File: src/rtl/univ_sr_pkg.sv
// Shared types and helpers for the universal shift register.
package univ_sr_pkg;

  typedef enum logic [1:0] {
    SR_HOLD = 2'b00,
    SR_SHR  = 2'b01,
    SR_SHL  = 2'b10,
    SR_LOAD = 2'b11
  } sr_mode_t;

  function automatic int unsigned cnt_width(input int unsigned width);
    return $clog2(width + 1);
  endfunction

endpackage

File: src/rtl/univ_sr_counter.sv
// Shift counter: wraps after WIDTH steps and emits a one-cycle done pulse.
module univ_sr_counter
  import univ_sr_pkg::*;
#(
  parameter int unsigned WIDTH = 8,
  parameter int unsigned CNT_W = cnt_width(WIDTH)
) (
  input  logic             clk,
  input  logic             rst,
  input  logic             en,
  input  logic             clear,
  input  logic             step,
  output logic [CNT_W-1:0] cnt,
  output logic             done_pulse
);

  localparam logic [CNT_W-1:0] LAST = CNT_W'(WIDTH - 1);

  logic [CNT_W-1:0] cnt_q, cnt_d;
  logic             done_q, done_d;

  // clear outranks step so a load on the wrapping edge suppresses the pulse
  always_comb begin
    cnt_d  = cnt_q;
    done_d = 1'b0;
    if (en) begin
      if (clear) begin
        cnt_d = '0;
      end else if (step) begin
        if (cnt_q == LAST) begin
          cnt_d  = '0;
          done_d = 1'b1;
        end else begin
          cnt_d = cnt_q + CNT_W'(1);
        end
      end
    end
  end

  always_ff @(posedge clk or posedge rst) begin
    if (rst) begin
      cnt_q  <= '0;
      done_q <= 1'b0;
    end else begin
      cnt_q  <= cnt_d;
      done_q <= done_d;
    end
  end

  assign cnt        = cnt_q;
  assign done_pulse = done_q;

endmodule

File: src/rtl/univ_shift_reg.sv
// Universal shift register: hold / shift right / shift left / parallel load.
// Optional UNIV_SR_ROTATE_EN adds a rotate input feeding the outgoing bit back in.
module univ_shift_reg
  import univ_sr_pkg::*;
#(
  parameter int unsigned WIDTH = 8,
  parameter int unsigned CNT_W = cnt_width(WIDTH)
) (
  input  logic             clk,
  input  logic             rst,
  input  logic             en,
  input  logic [1:0]       mode,
  input  logic             serial_in_r,
  input  logic             serial_in_l,
`ifdef UNIV_SR_ROTATE_EN
  input  logic             rotate,
`endif
  input  logic [WIDTH-1:0] par_in,
  output logic [WIDTH-1:0] par_out,
  output logic             serial_out_r,
  output logic             serial_out_l,
  output logic [CNT_W-1:0] shift_cnt,
  output logic             word_done
);

  sr_mode_t         mode_e;
  logic [WIDTH-1:0] q_q, q_d;
  logic             fill_r, fill_l;
  logic             shift, load;

  assign mode_e = sr_mode_t'(mode);

`ifdef UNIV_SR_ROTATE_EN
  assign fill_r = rotate ? q_q[0]       : serial_in_r;
  assign fill_l = rotate ? q_q[WIDTH-1] : serial_in_l;
`else
  assign fill_r = serial_in_r;
  assign fill_l = serial_in_l;
`endif

  always_comb begin
    q_d   = q_q;
    shift = 1'b0;
    load  = 1'b0;
    case (mode_e)
      SR_SHR: begin
        q_d   = {fill_r, q_q[WIDTH-1:1]};
        shift = 1'b1;
      end
      SR_SHL: begin
        q_d   = {q_q[WIDTH-2:0], fill_l};
        shift = 1'b1;
      end
      SR_LOAD: begin
        q_d  = par_in;
        load = 1'b1;
      end
      SR_HOLD: ;
      default: ;
    endcase
  end

  always_ff @(posedge clk or posedge rst) begin
    if (rst) begin
      q_q <= '0;
    end else if (en) begin
      q_q <= q_d;
    end
  end

  univ_sr_counter #(
    .WIDTH (WIDTH),
    .CNT_W (CNT_W)
  ) u_cnt (
    .clk        (clk),
    .rst        (rst),
    .en         (en),
    .clear      (load),
    .step       (shift),
    .cnt        (shift_cnt),
    .done_pulse (word_done)
  );

  assign par_out      = q_q;
  assign serial_out_r = q_q[0];
  assign serial_out_l = q_q[WIDTH-1];

endmodule

File: config.mk
export PLATFORM = sky130hd
export DESIGN_NAME = univ_shift_reg
export DESIGN_NICKNAME = d
export VERILOG_FILES = /design/src/rtl/univ_sr_pkg.sv /design/src/rtl/univ_sr_counter.sv /design/src/rtl/univ_shift_reg.sv
export SDC_FILE = /design/constraint.sdc
export NUM_CORES = 1
export LEC_CHECK = 0
export ABC_AREA = 1
export ABC_CLOCK_PERIOD_IN_PS = 900
export CAP_MARGIN = 20
export CORE_ASPECT_RATIO = 1.1
export CORE_MARGIN = 2
export CORE_UTILIZATION = 41
export CTS_BUF_LIST = sky130_fd_sc_hd__clkbuf_8
export DETAILED_ROUTE_END_ITERATION = 8
export HOLD_SLACK_MARGIN = 0.1
export PLACE_DENSITY = 0.78
export SYNTH_ARGS = -nofsm -noshare
export SYNTH_HDL_FRONTEND = slang
export SYNTH_SLANG_ARGS = --single-unit
File: constraint.sdc
create_clock -name clk -period 0.9 [get_ports clk]
set_input_delay 0.09 -clock clk [delete_from_list [all_inputs] [get_ports clk]]
set_output_delay 0.09 -clock clk [all_outputs]
set_load 0.02 [all_outputs]
==> results.ini, run 1 <==
[die]
core_sq_um=1820
initial_core_util_pct=44.8
dieArea_sq_um=2370
die_h_um=50.8
rows=16
die_w_um=46.6
io_pins=30

[synth]
synthCells=113
synth_seq_area_share_pct=39.8
syn_nets=132
ys_types=16
synthesis.area_sq_um=817
syn_avg_cell_area_sq_um=7.23
synth_top_area_share_pct=39.8
ys_warn_count=0
synth_area_leaders=dfrtp_1, nand2_1, nand3_1, ha_1, buf_4
synth_area_leader_cell=dfrtp_1
ys_ff_latch=13

[timing]
min_period_over_period_pct=111
fin_skew_ns=0.000323
rsz0062_at_grt=yes
slew_violations=0
final-hold-violation-count=0
slew_headroom_pct=81.4
max_freq_mhz=999
setup_viol=8
worst_slew_pin_slew_ns=0.279
worst_slack_ns=-0.101
period_minus_slack_ns=1.00

[cts]
cts_tree=built
cts_hold_buffers=0
worstSkewPairLatency_ns=0.24
numCtsBuffers=3
cts_root_buf=clkbuf_8
clockBufferDepth=2
cts.sinks=13
clk_pin_slew_worst_paths_ns=0.06
htree_levels=1

[route]
postRouteAntennaNets=0
dr.pass1.iters=4
first_iter_violations=30
remaining_drc_errors=0
via_count=920
wl_um=2330
wl_per_cell_um=12.4
vias_per_cell=4.89

[power_and_ir_drop]
intPower_uw=1600
p_sw_share_pct=37.6
vdd_drop_max_mv=1.72
power.density_nw_per_um2=1870
p_comb_share_pct=47.3
p_switching_uw=967
p_leak_uw=0.000737
seqPwrFrac_pct=32.2
p_clk_share_pct=20.5

[final_layout]
post-route-util_pct=75.3
final_common_cell=nand2_1
final_cell_mix=nand2_1, buf_4, buf_2
syn_to_final_growth_pct=67.8
nNetsFinal=181
antenna_cells=0
fin_cells=188
layout-drive-gt1-share_pct=41.0

[worst_setup_path]
crit_arrival_ns=1.19
cp_data_required_time_ns=1.09
crit_type=register to register
startpoint_type=register
ff2ff_path_depth=6
end_kind=register
crit_fanout=3

[run]
max_cap_viol_count=0

[outcome]
outcome=finished, violations left
violations=setup timing

[grt]
grt_max_degree=14
grt_pass1_wl_um=3660
antenna_found_initial=0
grt_pass1_vias=920
grt_use_total_pct=21.1
grt_overflow=0

[placed_design]
place_inst=182
dp_hpwl_um=1630
globalplace.congestion=0.839
port_buffers=29

[min_path]
holdCritPathClass=primary input to asynchronous set/reset pin

[synthesized netlist by cell type (all sizes together)]
master   n
nand2   58
ha       4
buf      5
nor2     6
inv      9
dfrtp   13
nand4    1
nand3   14
o21ai    3
[registers in the layout (all words and copies together), names as in the netlist]
signal	cells
par_out	8
u_cnt.cnt	4
u_cnt.done_pulse	1
[cell type report]
type	count	area [sq um]
Timing Repair Buffer	49	405
Clock inverter	1	3.75
Multi-Input combinational cell	86	526
Tap cell	27	33.8
Inverter	9	33.8
Clock buffer	3	41.3
Fill cell	139	450
Sequential cell	13	328
[power groups by stage]
stage                     clock network [uW]  registers, uW  logic, uW
after global placement                     0            825       1120
after floorplan                            0           1020        361
after detailed placement                   0            828       1150
after CTS                                527            812       1080
final                                    527            828       1210
after global routing                     551            842       1310
[layer usage]
metal	routed length, um	GRT usage [%]
met5	0	0
met4	31	5.71
met3	159	3.18
met2	1230	41.0
met1	909	22.2
[cells by family after synthesis]
logic type | after synthesis | share of synthesized area [%]
DFF | 13 | 39.8
AOI/OAI and AO/OA | 3 | 2.30
buffers and inverters | 14 | 9.19
adders and majority gates | 4 | 6.13
and+or+nand+nor | 79 | 42.6
[metrics by stage]
step	instance area, sq um	setup TNS [ns]	setup slack (ns)	power [uW]	hold slack, ns
3_5_place_dp	1250	-9.73	-0.645	1970	0.404
5_1_grt	1370	-0.816	-0.161	2710	0.200
3_3_place_gp	1250	-8.69	-0.560	1950	0.396
6_report	1370	-0.379	-0.101	2570	0.138
4_1_cts	1280	-0.374	-0.0957	2420	0.142
2_1_floorplan	835	-0.389	-0.105	1380	-0.0332
[repair_timing]
item / 4_1_cts / 5_1_grt
setup endpoints to repair: 28 / 19
setup buffers: 1 / 0
pin swaps: 3 / 11
cloned: 1 / 0
gates resized for setup: 75 / 30
hold endpoints to repair: 0 / 0
[worst paths after layout]
path                              start                to  slack [ns]
min reg2reg                u_cnt.cnt[1]      u_cnt.cnt[1]        0.58
min in group clk                mode[1]  u_cnt.done_pulse        0.40
max                        u_cnt.cnt[0]      u_cnt.cnt[3]       -0.10
max in group asynchronous           rst      u_cnt.cnt[1]        0.58
max reg2reg                u_cnt.cnt[0]      u_cnt.cnt[3]       -0.10
min                                 rst      u_cnt.cnt[3]        0.14
[worst max-delay path, stage by stage (launching register included)]
cell and delay, ns:
dfrtp_2 0.44, ha_4 0.18, nand2_2 0.06, nor2_1 0.04, nor2_1 0.09, nand3_1 0.08, nand2_1 0.06
Power figures use the tool's default switching activity.
==> run 2, diff against run 1 <==
--- a/config.mk
+++ b/config.mk
@@ -6,15 +6,14 @@
 export NUM_CORES = 1
 export LEC_CHECK = 0
 export ABC_AREA = 1
-export ABC_CLOCK_PERIOD_IN_PS = 900
-export CAP_MARGIN = 20
+export ABC_CLOCK_PERIOD_IN_PS = 1200
 export CORE_ASPECT_RATIO = 1.1
 export CORE_MARGIN = 2
-export CORE_UTILIZATION = 41
+export CORE_UTILIZATION = 44
 export CTS_BUF_LIST = sky130_fd_sc_hd__clkbuf_8
 export DETAILED_ROUTE_END_ITERATION = 8
 export HOLD_SLACK_MARGIN = 0.1
-export PLACE_DENSITY = 0.78
+export PLACE_DENSITY = 0.79
 export SYNTH_ARGS = -nofsm -noshare
 export SYNTH_HDL_FRONTEND = slang
 export SYNTH_SLANG_ARGS = --single-unit
==> constraint.sdc (replaced) <==
create_clock -name clk -period 1.2 [get_ports clk]
set_input_delay 0.12 -clock clk [delete_from_list [all_inputs] [get_ports clk]]
set_output_delay 0.12 -clock clk [all_outputs]
set_load 0.02 [all_outputs]
==> run 2 against run 1 <==
  * Worst setup slack better by 0.17 ns
  * Core utilization down 4.0 points
  * Sequential power down 26%
  * Critical endpoint is now shift_cnt[0]
  * Via count down 9.6%
  * Count of clock-buffer cells in the layout unchanged
  * Critical path depth down 5
  * Non-clock buffer count down 9
  * Critical path type is now register to primary output
  * Largest power group unchanged
  * Combinational power down 41%
  * Power down 34%
  * Design area down 8.5%
  * Sequential share of layout area up 2.1 points
  * Cell count down 9.6%
  * The run now ends clean
==> results.ini, run 2 (synthesis gave the netlist of run 1 again) <==
[worst_setup_path]
reg2reg_to=u_cnt.cnt[3]
end_kind=primary output
ff2ff_path_depth=6
slowest_delay_ns=0.44
critPathTopFamily=flip-flops
crit_arrival_ns=1.01
crit_fanout=6
r2r-start=u_cnt.cnt[0]
cp_data_required_time_ns=1.08
slowest_stage=dfrtp_2
crit_buf_inv=1
crit_type=register to primary output
rrSetupSlack_ns=0.10
startpoint_type=register
crit_path_cell_trace=dlygate4sd2_1

[placed_design]
port_buffers=29
place_inst=164
placed_area_sq_um=1170
globalplace.congestion=0.816
dp_hpwl_um=1440

[power_and_ir_drop]
vdd_drop_max_mv=0.859
seqPwrFrac_pct=36.0
p_sw_share_pct=36.8
p_clk_share_pct=22.4
p_leak_uw=0.000701
intPower_uw=1080
p_switching_uw=628
power.density_nw_per_um2=1360
p_comb_share_pct=41.6

[grt]
grt_pass1_vias=801
grt_use_total_pct=20.1
antenna_found_initial=0
grt_pass1_wl_um=3280
grt_max_degree=14
grt_overflow=0

[cts]
clk_pin_slew_worst_paths_ns=0.06
numCtsBuffers=3
cts_tree=built
htree_levels=1
cts_root_buf=clkbuf_8
cts_hold_buffers=0
clockBufferDepth=2
worstSkewPairLatency_ns=0.24
cts.sinks=13

[route]
first_iter_violations=13
via_count=832
remaining_drc_errors=0
vias_per_cell=4.89
dr.pass1.iters=4
postRouteAntennaNets=0
wl_um=2050
wl_per_cell_um=12.1

[timing]
fin_skew_ns=0.00110
min_period_over_period_pct=94.4
period_minus_slack_ns=1.13
final-hold-violation-count=0
max_freq_mhz=883
slew_violations=0
setup_viol=0
fin_tns_setup_ns=0
whs_ns=0.177
slew_headroom_pct=84.8
rsz0062_at_grt=no
worst_slew_pin_slew_ns=0.228

[die]
io_pins=30
dieArea_sq_um=2220
initial_core_util_pct=46.4
core_sq_um=1760
die_w_um=45.1
rows=16
die_h_um=49.2

[final_layout]
multi_input_area_sq_um=439
fillers=155
fin_cells=170
largest_reg_flops=8
nNetsFinal=172
regArea_sq_um=327
final_cell_mix=nand2_1, dlygate4sd2_1, nand3_1
syn_to_final_growth_pct=53.6
layout-drive-gt1-share_pct=17.8
antenna_cells=0
final_common_cell=nand2_1
finish.instance_area_sq_um=1250

[run]
max_cap_viol_count=0

[min_path]
holdCritPathClass=primary input to asynchronous set/reset pin

[outcome]
outcome=completed

-- run 2: cell count changes in the layout (fill, tap and decap cells not counted), moves of 3 or more --
cell	delta
ha_4	-3
dlygate4sd2_1	+14
buf_2	-12
nand2_2	-6
buf_6	-10
nand3_1	+3
buf_4	-5
nand3_2	-3
nand2_1	+8
-- run 2: worst max path at each step --
stage / to / slack [ns] / from / cells past startpoint
after global routing: u_cnt.cnt[2] / 0.04 / u_cnt.cnt[0] / 5
final: shift_cnt[0] / 0.07 / u_cnt.cnt[0] / 1
after floorplan: u_cnt.cnt[3] / 0.05 / u_cnt.cnt[0] / 6
after detailed placement: u_cnt.cnt[2] / -0.36 / mode[0] / 8
after CTS: par_out[2] / -0.002 / mode[0] / 8
after global placement: u_cnt.cnt[2] / -0.29 / mode[1] / 8
-- run 2: metal layers --
layer	part of all wire (%)	global-route usage [%]	vias up	wire, um
li1	-	-	425	-
met1	41	21.9	375	833
met2	50	34.5	28	1030
met3	7.6	4.07	4	155
met4	1.2	11.3	0	25
met5	0	0	-	0
-- run 2: what timing repair did --
item                                    CTS  global route
resized for setup                        20             7
endpoints found under the setup margin   27            13
pin swaps                                 0             0
buffers inserted                          2             0
-- run 2: layout make-up --
class | instances | share of cell area (%)
clock buffer | 3 | 3.29
clock inverter | 1 | 0.299
inverter | 9 | 2.69
multi-input combinational | 86 | 35.0
sequential | 13 | 26.0
tap | 18 | 1.79
timing repair buffer | 40 | 30.9
-- run 2: power by group through the flow --
stage | Clock (uW) | Sequential [uW] | Combinational, uW
global route | 414 | 631 | 772
detailed placement | 0 | 623 | 754
floorplan | 0 | 750 | 255
CTS | 389 | 614 | 702
finish | 382 | 615 | 709
global placement | 0 | 623 | 741
-- run 2: worst reg2reg max path, cell delays in order, from the launching register on --
cell and delay [ns]:
dfrtp_2 0.44, ha_1 0.24, nand2_1 0.09, nor2_1 0.04
nor2_1 0.09, nand3_1 0.07, nand2_1 0.06
-- run 2: metrics by stage --
stage	setup WS (ns)	util [%]	total power [uW]
2_1_floorplan	0.0500	-	1000
3_3_place_gp	-0.291	66.3	1360
3_5_place_dp	-0.362	66.3	1380
4_1_cts	-0.00161	70.3	1710
5_1_grt	0.0364	71.2	1820
6_report	0.0676	71.2	1710
